File: config.mk
export PLATFORM = sky130hd
export DESIGN_NAME = nonce_decoder_mc
export DESIGN_NICKNAME = d
export VERILOG_FILES = /design/src/rtl/nonce_decoder_pkg.sv /design/src/rtl/nonce_fifo.sv /design/src/rtl/nonce_decoder_mc.sv
export SDC_FILE = /design/constraint.sdc
export NUM_CORES = 1
export LEC_CHECK = 0
export ABC_AREA = 1
export ABC_CLOCK_PERIOD_IN_PS = 5000
export CAP_MARGIN = 25
export CORE_MARGIN = 2
export CORE_UTILIZATION = 61
export CTS_BUF_LIST = sky130_fd_sc_hd__clkbuf_4 sky130_fd_sc_hd__clkbuf_8 sky130_fd_sc_hd__clkbuf_16
export DETAILED_ROUTE_END_ITERATION = 10
export GPL_TIMING_DRIVEN = 1
export MAX_ROUTING_LAYER = met4
export PLACE_DENSITY = 0.85
export SLEW_MARGIN = 20
export SYNTH_ARGS = -nofsm -noshare
export SYNTH_HDL_FRONTEND = slang
export SYNTH_SLANG_ARGS = --single-unit
export TNS_END_PERCENT = 20
File: constraint.sdc
create_clock -name clk -period 5 [get_ports clk]
set_input_delay 0.5 -clock clk [delete_from_list [all_inputs] [get_ports clk]]
set_output_delay 0.5 -clock clk [all_outputs]
set_load 0.01 [all_outputs]
File: src/rtl/nonce_decoder_pkg.sv
`default_nettype none
// +----------------------------------------------------------------------+
// | nonce_decoder_pkg: state encoding and hit-vector helper functions      |
// | Rev 1.0                                                                |
// +----------------------------------------------------------------------+
package nonce_decoder_pkg;

  localparam int MAX_CORES = 64;

  typedef enum logic [2:0] {
    IDLE   = 3'd0,
    FLUSH  = 3'd1,
    SEARCH = 3'd2,
    DRAIN  = 3'd3,
    DONE   = 3'd4
  } state_e;

  function automatic logic [5:0] lowest_set(input logic [MAX_CORES-1:0] vec);
    logic [5:0] idx;
    idx = '0;
    for (int i = MAX_CORES - 1; i >= 0; i--) begin
      if (vec[i]) idx = 6'(i);
    end
    return idx;
  endfunction

  function automatic logic [6:0] popcount(input logic [MAX_CORES-1:0] vec);
    logic [6:0] cnt;
    cnt = '0;
    for (int i = 0; i < MAX_CORES; i++) begin
      cnt = cnt + 7'(vec[i]);
    end
    return cnt;
  endfunction

endpackage
`default_nettype wire

File: src/rtl/nonce_fifo.sv
`default_nettype none
// +----------------------------------------------------------------------+
// | nonce_fifo: show-ahead synchronous FIFO with sync clear               |
// | Rev 1.0                                                                |
// +----------------------------------------------------------------------+
module nonce_fifo #(
  parameter int WIDTH = 32,
  parameter int DEPTH = 4
) (
  input  logic             clk,
  input  logic             rst,
  input  logic             clr_i,
  input  logic             push_i,
  input  logic             pop_i,
  input  logic [WIDTH-1:0] din_i,
  output logic [WIDTH-1:0] dout_o,
  output logic             full_o,
  output logic             empty_o
);

  localparam int AW = $clog2(DEPTH);

  logic [AW:0]      wr_ptr_q, wr_ptr_d;
  logic [AW:0]      rd_ptr_q, rd_ptr_d;
  logic [WIDTH-1:0] mem_q [DEPTH];
  logic             do_push, do_pop;

  always_comb begin
    empty_o  = (wr_ptr_q == rd_ptr_q);
    full_o   = (wr_ptr_q[AW] != rd_ptr_q[AW]) &&
               (wr_ptr_q[AW-1:0] == rd_ptr_q[AW-1:0]);
    do_pop   = pop_i && !empty_o;
    // A pop frees the slot the push lands in, so full+pop still accepts.
    do_push  = push_i && (!full_o || do_pop);
    wr_ptr_d = wr_ptr_q;
    rd_ptr_d = rd_ptr_q;
    if (clr_i) begin
      wr_ptr_d = '0;
      rd_ptr_d = '0;
    end else begin
      if (do_push) wr_ptr_d = wr_ptr_q + (AW+1)'(1);
      if (do_pop)  rd_ptr_d = rd_ptr_q + (AW+1)'(1);
    end
  end

  always_ff @(posedge clk or negedge rst) begin
    if (!rst) begin
      wr_ptr_q <= '0;
      rd_ptr_q <= '0;
    end else begin
      wr_ptr_q <= wr_ptr_d;
      rd_ptr_q <= rd_ptr_d;
    end
  end

  always_ff @(posedge clk) begin
    if (do_push && !clr_i) mem_q[wr_ptr_q[AW-1:0]] <= din_i;
  end

  assign dout_o = mem_q[rd_ptr_q[AW-1:0]];

endmodule
`default_nettype wire

File: src/rtl/nonce_decoder_mc.sv
`default_nettype none
// +----------------------------------------------------------------------+
// | nonce_decoder_mc: collects per-core hits into full nonces and queues  |
// | them for the reporter; emits a no-solution record on exhaustion.      |
// | Rev 1.0                                                                |
// +----------------------------------------------------------------------+
module nonce_decoder_mc
  import nonce_decoder_pkg::*;
#(
  parameter int NUM_CORES     = 10,
  parameter int BROADCAST_CNT = 100,
  parameter int FIFO_DEPTH    = 4,
  parameter int NONCE_W       = 32,
  parameter int CORE_IDX_W    = $clog2(NUM_CORES),
  parameter int PREFIX_W      = NONCE_W - CORE_IDX_W
) (
  input  logic                 clk,
  input  logic                 rst,
  input  logic                 newblock_i,
  input  logic                 valid_i,
  input  logic [NUM_CORES-1:0] core_success_i,
  input  logic [PREFIX_W-1:0]  nonce_prefix_i,
  input  logic                 exhausted_i,
  input  logic                 ready_i,
  output logic                 valid_o,
  output logic                 success_o,
  output logic [NONCE_W-1:0]   nonce_o,
  output logic                 overflow_o,
  output logic [7:0]           dropped_o,
  output logic                 done_o
);

  localparam int CNT_W = (BROADCAST_CNT > 1) ? $clog2(BROADCAST_CNT) : 1;
  localparam logic [CNT_W-1:0] CNT_INIT =
    (BROADCAST_CNT > 0) ? CNT_W'(BROADCAST_CNT - 1) : '0;

  state_e                  state_q, state_d;
  logic [CNT_W-1:0]        cnt_q, cnt_d;
  logic                    hit_q, hit_d;
  logic                    overflow_q, overflow_d;
  logic [7:0]              dropped_q, dropped_d;

  logic [MAX_CORES-1:0]    hits_ext;
  logic [CORE_IDX_W-1:0]   core_idx;
  logic [6:0]              hit_count;
  logic [8:0]              drop_sum;
  logic                    hit_valid;
  logic                    nosol;
  logic                    fifo_full, fifo_empty, fifo_pop;
  logic [NONCE_W-1:0]      fifo_dout;

  always_comb begin
    hits_ext                 = '0;
    hits_ext[NUM_CORES-1:0]  = core_success_i;
    core_idx  = CORE_IDX_W'(lowest_set(hits_ext));
    hit_count = popcount(hits_ext);
    drop_sum  = 9'(dropped_q) + 9'(hit_count) - 9'd1;
    hit_valid = valid_i && (|core_success_i) && (state_q == SEARCH) && !newblock_i;
    fifo_pop  = !fifo_empty && ready_i;
    nosol     = (state_q == DRAIN) && fifo_empty && !hit_q;
  end

  nonce_fifo #(
    .WIDTH (NONCE_W),
    .DEPTH (FIFO_DEPTH)
  ) u_fifo (
    .clk     (clk),
    .rst     (rst),
    .clr_i   (newblock_i),
    .push_i  (hit_valid),
    .pop_i   (fifo_pop),
    .din_i   ({nonce_prefix_i, core_idx}),
    .dout_o  (fifo_dout),
    .full_o  (fifo_full),
    .empty_o (fifo_empty)
  );

  always_ff @(posedge clk or negedge rst) begin
    if (!rst) begin
      state_q    <= IDLE;
      cnt_q      <= '0;
      hit_q      <= 1'b0;
      overflow_q <= 1'b0;
      dropped_q  <= '0;
    end else begin
      state_q    <= state_d;
      cnt_q      <= cnt_d;
      hit_q      <= hit_d;
      overflow_q <= overflow_d;
      dropped_q  <= dropped_d;
    end
  end

  always_comb begin
    state_d = state_q;
    cnt_d   = cnt_q;
    if (newblock_i) begin
      state_d = (BROADCAST_CNT == 0) ? SEARCH : FLUSH;
      cnt_d   = CNT_INIT;
    end else begin
      case (state_q)
        IDLE:    ;
        FLUSH: begin
          if (cnt_q == '0) state_d = SEARCH;
          else             cnt_d   = cnt_q - CNT_W'(1);
        end
        SEARCH:  if (exhausted_i) state_d = DRAIN;
        // With a hit this block, an empty queue means everything went out.
        DRAIN:   if (fifo_empty && (hit_q || ready_i)) state_d = DONE;
        DONE:    ;
        default: state_d = IDLE;
      endcase
    end
  end

  always_comb begin
    hit_d      = hit_q;
    overflow_d = overflow_q;
    dropped_d  = dropped_q;
    if (newblock_i) begin
      hit_d      = 1'b0;
      overflow_d = 1'b0;
      dropped_d  = '0;
    end else if (hit_valid) begin
      hit_d = 1'b1;
      if (fifo_full && !fifo_pop) overflow_d = 1'b1;
      dropped_d = (drop_sum > 9'd255) ? 8'hFF : drop_sum[7:0];
    end
  end

  always_comb begin
    valid_o    = !fifo_empty || nosol;
    success_o  = !fifo_empty;
    nonce_o    = fifo_empty ? '0 : fifo_dout;
    done_o     = (state_q == DONE);
    overflow_o = overflow_q;
    dropped_o  = dropped_q;
  end

endmodule
`default_nettype wire
==> results of run 1 <==
metal layers:
layer | up-vias | GRT usage (%) | wire (um)
li1 | 2615 | - | -
met1 | 2589 | 30.08 | 6392
met2 | 198 | 42.11 | 8097
met3 | 33 | 5.021 | 965
met4 | 0 | 10.71 | 325
met5 | - | - | 0
kinds of logic after synthesis:
kind of cell / synth area share, %
simple gates: 17.08
xor+xnor: 1.152
compound gates: 7.124
flops: 59.10
buf+inv: 7.881
fa+ha+maj: 7.667
synth_stat cells, types with 2 or more instances:
| cell type | number | area [um2] |
|---|---|---|
| sky130_fd_sc_hd__dfrtp_1 | 26 | 650.6 |
| sky130_fd_sc_hd__clkbuf_1 | 7 | 26.28 |
| sky130_fd_sc_hd__o21ai_1 | 4 | 20.02 |
| sky130_fd_sc_hd__nor2_2 | 6 | 37.54 |
| sky130_fd_sc_hd__nor2_4 | 3 | 33.78 |
| sky130_fd_sc_hd__inv_1 | 98 | 367.9 |
| sky130_fd_sc_hd__buf_4 | 5 | 37.54 |
| sky130_fd_sc_hd__ha_1 | 37 | 462.9 |
| sky130_fd_sc_hd__o32ai_1 | 32 | 280.3 |
| sky130_fd_sc_hd__nand2_1 | 134 | 503.0 |
| sky130_fd_sc_hd__buf_6 | 6 | 67.56 |
| sky130_fd_sc_hd__nand3b_1 | 2 | 15.01 |
| sky130_fd_sc_hd__xor2_1 | 6 | 52.55 |
| sky130_fd_sc_hd__nand3_1 | 30 | 150.1 |
| sky130_fd_sc_hd__inv_2 | 2 | 7.510 |
| sky130_fd_sc_hd__nor2_1 | 116 | 435.4 |
| sky130_fd_sc_hd__xnor2_1 | 4 | 35.03 |
| sky130_fd_sc_hd__nand4_1 | 7 | 43.79 |
| sky130_fd_sc_hd__buf_12 | 3 | 60.06 |
| sky130_fd_sc_hd__fa_1 | 6 | 120.1 |
| sky130_fd_sc_hd__edfxtp_1 | 128 | 3844 |
| sky130_fd_sc_hd__nand2_2 | 4 | 25.02 |
| sky130_fd_sc_hd__buf_2 | 4 | 20.02 |
| sky130_fd_sc_hd__o21ai_0 | 34 | 170.2 |
| sky130_fd_sc_hd__a21oi_1 | 7 | 35.03 |
| sky130_fd_sc_hd__nor3_1 | 4 | 20.02 |
flip-flops by register name, summed over array words and instances (netlist names):
| register | cells |
|---|---|
| u_fifo.mem_q | 128 |
| hit_q | 1 |
| u_fifo.wr_ptr_q | 3 |
| dropped_o | 8 |
| u_fifo.rd_ptr_q | 3 |
| cnt_q | 7 |
| overflow_o | 1 |
| state_q | 3 |
layout by cell type (no fill, tap or decap), drive strengths merged:
| cell type | synthesis | routed |
|---|---|---|
| nand2 | 138 | 138 |
| edfxtp | 128 | 128 |
| nor2 | 125 | 125 |
| inv | 101 | 102 |
| clkdlybuf4s50 | 0 | 86 |
| o21ai | 39 | 39 |
| ha | 37 | 37 |
| o32ai | 32 | 32 |
| nand3 | 30 | 30 |
| dfrtp | 26 | 26 |
| clkbuf | 7 | 19 |
| nand4 | 8 | 8 |
| a21oi | 7 | 7 |
| xor2 | 6 | 6 |
| fa | 6 | 6 |
| clkinv | 0 | 6 |
| buf | 19 | 6 |
| nor3 | 5 | 5 |
| xnor2 | 4 | 4 |
| clkinvlp | 0 | 3 |
| nand3b | 2 | 2 |
| or2 | 2 | 2 |
| a31oi | 1 | 1 |
| o21bai | 1 | 1 |
| a22oi | 1 | 1 |
| o22ai | 1 | 1 |
final cells by class:
| type | instances | area, um2 |
|---|---|---|
| clock inverter | 10 | 56.30 |
| sequential | 154 | 4499 |
| tap | 168 | 210.2 |
| timing repair buffer | 92 | 963.4 |
| fill | 799 | 3017 |
| clock buffer | 19 | 440.4 |
| multi-input combinational | 445 | 2541 |
| inverter | 101 | 384.1 |
stage by stage:
step	hold WS [ps]	worst slack [ps]	utilization, %	total power, mW	area (um2)
floorplan	204.4	1165	-	2.624	7605
global placement	457.8	515.0	70.27	2.981	8511
detailed placement	462.7	354.0	70.23	3.055	8506
CTS	89.60	773.4	74.33	4.151	9002
global route	127.3	544.9	75.09	4.416	9095
finish	87.46	728.1	75.09	4.150	9095
worst max-delay path by stage:
stage          cells after the start                        to  slack, ps
2_1_floorplan                     19  dropped_o[0]$_DFFE_PN0P_       1170
3_3_place_gp                      20  dropped_o[3]$_DFFE_PN0P_        510
3_5_place_dp                      20  dropped_o[0]$_DFFE_PN0P_        350
4_1_cts                           20  dropped_o[0]$_DFFE_PN0P_        770
5_1_grt                           20  dropped_o[0]$_DFFE_PN0P_        540
6_report                          20  dropped_o[0]$_DFFE_PN0P_        730
where the power goes:
part           switching, mW  leakage, nW  total, mW  internal, mW
clock                  0.466        0.238       1.09         0.627
combinational          0.942         2.07       1.55         0.608
sequential            0.0536         1.51       1.51          1.45
total                   1.46         3.81       4.15          2.69
==> results, run 1 <==
- For the pin with the worst max-slew slack, the measured transition is 733.1 ps.
- The number of buffers created by CTS is 17.
- The count of routing violations after the opening detailed-route iteration is 490.
- Buffers added to address setup during post-CTS repair amount to 0.
- The achievable clock frequency is roughly 230 MHz.
- Setup repair after global routing left no endpoint under its margin.
- The netlist area before placement is 0.007605 mm2.
- The clock drives around 150 sinks.
- The total of buffers placed on input and output ports is between 80 and 90.
- CTS placed an instance of sky130_fd_sc_hd__clkbuf_16 at the clock tree root.
- The total wire length is 15.78 mm.
- Data arrives at the worst endpoint at 4570 ps.
- In the final layout, the share of cells above drive strength 1 is under 10%.
- At the end of the flow, the number of nets in the layout was about 900.
- The number of antenna violations at the first check in global routing is 0.
- The origin of the critical flop-to-flop path is dropped_o[1]$_DFFE_PN0P_.
- The cell count after synthesis came out at approximately 730.
- Across every metal layer, demand over resource in global routing totals 25.22%.
- The first global-routing pass estimated ~25 mm of wire.
- The total power per unit cell area is around 460 mW/mm2.
- Traced cell by cell, the critical path runs through clkdlybuf4s50_1 > fa_1 > inv_1 > fa_1 > fa_1 > fa_1 > inv_1 > ha_1 > inv_1 > fa_1 > inv_1 > nand3_1 > nand2_1 > nand2_1 > nand2_1 > nand2_1 > nand2_1 > nand2_1 > nand2_1 > nand2_1.
- Once layout is complete, the cells apart from fillers number 989.
- On the critical path, the stage with the largest delay is an instance of sky130_fd_sc_hd__fa_1.
- The effective utilization at floorplan is between 60 and 70%.
- The setup check on the worst reg-to-reg path leaves a slack of around 1800 ps.
- The count of unique library cells instantiated by Yosys is 37.
- In this design, the largest share of critical-path delay is due to adder cells.
- The clock latency on the worst-skew pair is roughly 410 ps.
- The critical path class is in2reg.
- The clock arrives with slightly below 10 ps of skew.
- The count of buffer and inverter cells on the critical path is 5.
- The clock passes through at most 2 buffers.
- The category of the worst setup path capture point is a flop.
- The total vias in the final route is 5435.
- The CTS tree is done.
- The height of the die is roughly 120 um.
- After detailed routing, the average wire length per cell comes to roughly 16 um.
- The largest net degree at the start of global routing is 68.
- In the synthesized netlist the dominant register cell turns out to be sky130_fd_sc_hd__edfxtp_1.
- After layout, the minimum clock period comes to around 4300 ps.
- The horizontal extent of the die is about 120 um.
- Dividing the detail-routed via count by the number of cells gives 5.495.
- The post-CTS resize count is 0.
- The post-route setup TNS is 0 ps.
- Measured in cells, the most critical reg-to-reg path has a length of 16.
- The worst supply voltage drop on vdd is about 0.48 mV.
- On the worst path, the slowest cell contributes a delay of 560 ps.
- Pin placement for this block handled slightly below 90 I/O pins.
- Counting every net in the synthesized netlist gives approximately 810.
- Of all flip-flops after synthesis, the portion carrying an async set or reset was 16.88%.
- The startpoint type of the worst setup path is an input port.
- The number of max-slew violations in the final report is 0.
- The area of the die is between 0.01 and 0.015 mm2.
- The via count of the first global-routing pass is 5370.
- Headroom to the max-slew limit came out at 51.06%.
- The final estimated routing congestion in global placement is ~0.89.
- The required time at the worst-slack endpoint is between 5000 and 6000 ps.
- Setup violations remaining at the end of the flow were counted as 0.
- The number of nets still failing antenna checks after routing is 0.
- In this run the static leakage power is about 3.8 nW.
- The run finished with clean final reports.
- The type of the worst min-delay path is in2async.
- The part of the Yosys area used for sequential elements is around 59%.
- During synthesis, Yosys emitted a total of 0 warnings.
- The critical register-to-register path endpoint is dropped_o[0]$_DFFE_PN0P_.
- The detailed placer's ending HPWL is 9.928 mm.
- The worst path uses a little under nine tenths of the clock period.
- The number of antenna diodes in the final layout is 0.
- The area added between synthesis and finish is 19.60%.
- Hold repair after CTS inserted 0 buffers.
- The core footprint is ~0.012 mm2.
- The average cell area after synthesis is approximately 10 um2.
- The critical path starts at core_success_i[4].
- Counting flops and latches in the post-synthesis netlist gives 154.
- The number of flops mapped to enable cells by yosys is between 100 and 150.
- The first detailed-routing pass took 5 iterations.
- The count of final hold-check violations is 0.
- The cell total after placement is around 960.
- The number of violations of the max-capacitance limit is 0.
- The remaining global-route overflow is 0.
- Clock-pin slew was measured on the worst setup and hold paths at about 60 ps.
- After detailed routing, the number of remaining DRC violations is 0.
- Among the stages of the critical path, the cell type that occurs most often is sky130_fd_sc_hd__nand2_1.
- The H-tree was split into 4 levels.
- Of all nets on the critical path, the largest fanout is 8.
- The number of rows in the core area is 40.
Note: power is estimated with default switching activity, not from simulation.
==> inputs of run 2 (changes only) <==
Settings changed: MAX_ROUTING_LAYER met4 to unset.
==> results, run 2 (synthesis gave the netlist of run 1 again) <==
- STA classifies the critical path startpoint as an input port.
- The number of buffers created by CTS is 17 (unchanged).
- The number of sinks handled by clock tree synthesis came to 154 (unchanged).
- The critical-path maximum fanout was 8 (unchanged).
- The setup path with the least slack is of type in2reg.
- The number of max-slew violations in the final report is 0 (unchanged).
- The effective utilization at floorplan is 62.79% (unchanged).
- The core footprint is 0.01211 mm2 (unchanged).
- The most frequent standard cell in the layout excluding fill and tap cells is sky130_fd_sc_hd__nand2_1.
- The average wire per cell in the routed design is 16.17 um (+1.3%).
- The via count of the first global-routing pass is 5404 (+0.63%).
- The worst-case setup margin in the final layout is 733.9 ps (+5.789 ps).
- The area added between synthesis and finish is 21.44%.
- The total vias in the final route is 5429 (-0.11%).
- The count of final hold-check violations was 0 (unchanged).
- The CTS tree is done.
- The total wire length came to 16.06 mm (+1.7%).
- The number of post-CTS setup repair buffers is 0 (unchanged).
- The number of H-tree levels came to 4 (unchanged).
- The power consumption is 4.386 mW (+5.7%).
- The largest net degree at the start of global routing is 68 (unchanged).
- The number of rows in the core area is 40 (unchanged).
- The height of the die is 115.7 um (unchanged).
- The maximum clock insertion buffer count was 2 (unchanged).
- The total routing usage reported by global routing came to 24.51% (-0.71 points).
- The count of routing violations after the opening detailed-route iteration was 496 (+1.2%).
- The cell area after placement came to 0.008526 mm2 (+0.24%).
- The remaining global-route overflow came to 0 (unchanged).
- The final core utilization is 76.25% (+1.2 points).
- The flow ran to the end, and the final reports show no timing, DRC or antenna violations.
- The number of vias per cell after detailed routing was 5.467 (-0.51%).
- The final-layout worst hold slack was 75.87 ps (-11.59 ps).
- The number of fill cells is 767 (-4.0%).
- The post-CTS resize count is 0 (unchanged).
- The number of failing setup endpoints in the final timing report is 0 (unchanged).
- The pre-CTS setup slack came to 366.2 ps (+12.20 ps).
- The flop-to-flop setup slack is 1820 ps (about the same).
- The number of nets in the layout was 899 (+0.11%).
- The post-route cell area is 0.009235 mm2 (+1.5%).
- The total of buffers placed on input and output ports came to 87 (unchanged).
- The total iterations of the first detailed-routing run is 5 (unchanged).
- The remaining routing DRC violations is 0 (unchanged).
- The number of hold-repair buffers added at the cts stage was 0 (unchanged).
- The final standard cell count with taps included and fillers excluded is 993 (+0.40%).
- The number of antenna violations at the first check in global routing is 0 (unchanged).
- The leakage power is 3.875 nW (+1.7%).
- The area of the die is 0.01338 mm2 (unchanged).
- The final critical-path required period is 4266 ps (-5.789 ps).
- The worst path arrival time is 4570 ps (about the same).
- The achievable clock frequency is 234.4 MHz (+0.14%).
- The I/O pin count came to 88 (unchanged).
- The final estimated routing congestion in global placement is 0.8869 (-0.59%).
- The ratio of final minimum period to clock period is 85.32% (-0.12 points).
- In the layout the commonest cells are 134 x sky130_fd_sc_hd__nand2_1, 128 x sky130_fd_sc_hd__edfxtp_1, 112 x sky130_fd_sc_hd__nor2_1, 98 x sky130_fd_sc_hd__inv_1, 86 x sky130_fd_sc_hd__clkdlybuf4s50_1.
- The detailed placer's ending HPWL came to 9.908 mm (-0.21%).
- The total power per unit cell area came to 474.9 mW/mm2 (+4.1%).
- The required time at the worst-slack endpoint is 5300 ps (about the same).
- The horizontal extent of the die was 115.7 um (unchanged).
- The worst supply voltage drop on vdd was 0.5158 mV (+6.5%).
- The clock-pin slew on the worst setup and hold paths came to 60 ps (about the same).
- The cell total after placement was 957 (+0.10%).
- Setup repair after global routing left no endpoint under its margin.
- The number of antenna cells inserted is 0 (unchanged).
- The number of violations of the max-capacitance limit came to 0 (unchanged).
- The category of the worst setup path capture point is a flop.
- The number of nets still failing antenna checks after routing is 0 (unchanged).
- The clock latency on the worst-skew pair is 420 ps (about the same).
- The wire length of the first global-routing pass was 24.98 mm (+0.25%).
- The share of cells above drive strength 1 is 7.758% (+0.81 points).
- The final clock skew is 8.192 ps (-1.474 ps).
- The flip-flop count of the largest register after layout is 128 (unchanged).
- The slew of the pin with the lowest slew margin is 735.7 ps (+2.693 ps).
- The type of the worst min-delay path is in2async.
- CTS placed an instance of sky130_fd_sc_hd__clkbuf_16 at the clock tree root.
- The normalized max-slew margin is 50.88% (-0.18 points).
- The post-route setup TNS is 0 ps (unchanged).
run 2: cell types whose count changed in the layout (fill, tap and decap cells not counted), sizes merged:
cell    previous run  this run
buf                6         7
bufinv             0         4
clkbuf            19        17
inv              102       103
run 2: layout make-up:
cell class / count / area (um2) / share of cell area [%]
clock inverters: 15 / 196.4 / 2.127
clock buffers: 17 / 425.4 / 4.606
multi-input cells: 445 / 2541 / 27.52
repair buffers: 93 / 980.9 / 10.62
well taps: 168 / 210.2 / 2.276
flip-flops and latches: 154 / 4497 / 48.69
inverters: 101 / 384.1 / 4.159
run 2: where the power goes:
group	internal, mW	total (mW)	switching [mW]
clock network	0.835	1.34	0.504
registers	1.45	1.50	0.0523
logic	0.608	1.54	0.935
run 2: final timing paths:
kind	start	end	cells after the start
worst max register to register	dropped_o[1]$_DFFE_PN0P_	dropped_o[0]$_DFFE_PN0P_	16
worst min-delay path	rst	cnt_q[6]$_DFFE_PN0P_	1
min in group clk	state_q[2]$_DFFE_PN0P_	state_q[2]$_DFFE_PN0P_	2
max in group asynchronous	rst	u_fifo.rd_ptr_q[1]$_DFFE_PN0P_	1
worst max-delay path	core_success_i[4]	dropped_o[0]$_DFFE_PN0P_	20
worst min register to register	state_q[2]$_DFFE_PN0P_	state_q[2]$_DFFE_PN0P_	2
run 2: metal layers:
layer,wire length [um],vias to the layer above,track usage (%)
li1,-,2613,-
met1,6596,2644,29.20
met2,8480,149,44.48
met3,701,23,5.126
met4,278,0,8.095
met5,0,-,0
run 2: critical path, stage by stage:
cell	delay, ps
sky130_fd_sc_hd__clkdlybuf4s50_1	470
sky130_fd_sc_hd__fa_1	550
sky130_fd_sc_hd__inv_1	50
sky130_fd_sc_hd__fa_1	450
sky130_fd_sc_hd__fa_1	520
sky130_fd_sc_hd__fa_1	420
sky130_fd_sc_hd__inv_1	70
sky130_fd_sc_hd__ha_1	160
sky130_fd_sc_hd__inv_1	60
sky130_fd_sc_hd__fa_1	390
sky130_fd_sc_hd__inv_1	90
sky130_fd_sc_hd__nand3_1	60
sky130_fd_sc_hd__nand2_1	110
sky130_fd_sc_hd__nand2_1	80
sky130_fd_sc_hd__nand2_1	60
sky130_fd_sc_hd__nand2_1	40
sky130_fd_sc_hd__nand2_1	200
sky130_fd_sc_hd__nand2_1	140
sky130_fd_sc_hd__nand2_1	90
sky130_fd_sc_hd__nand2_1	60
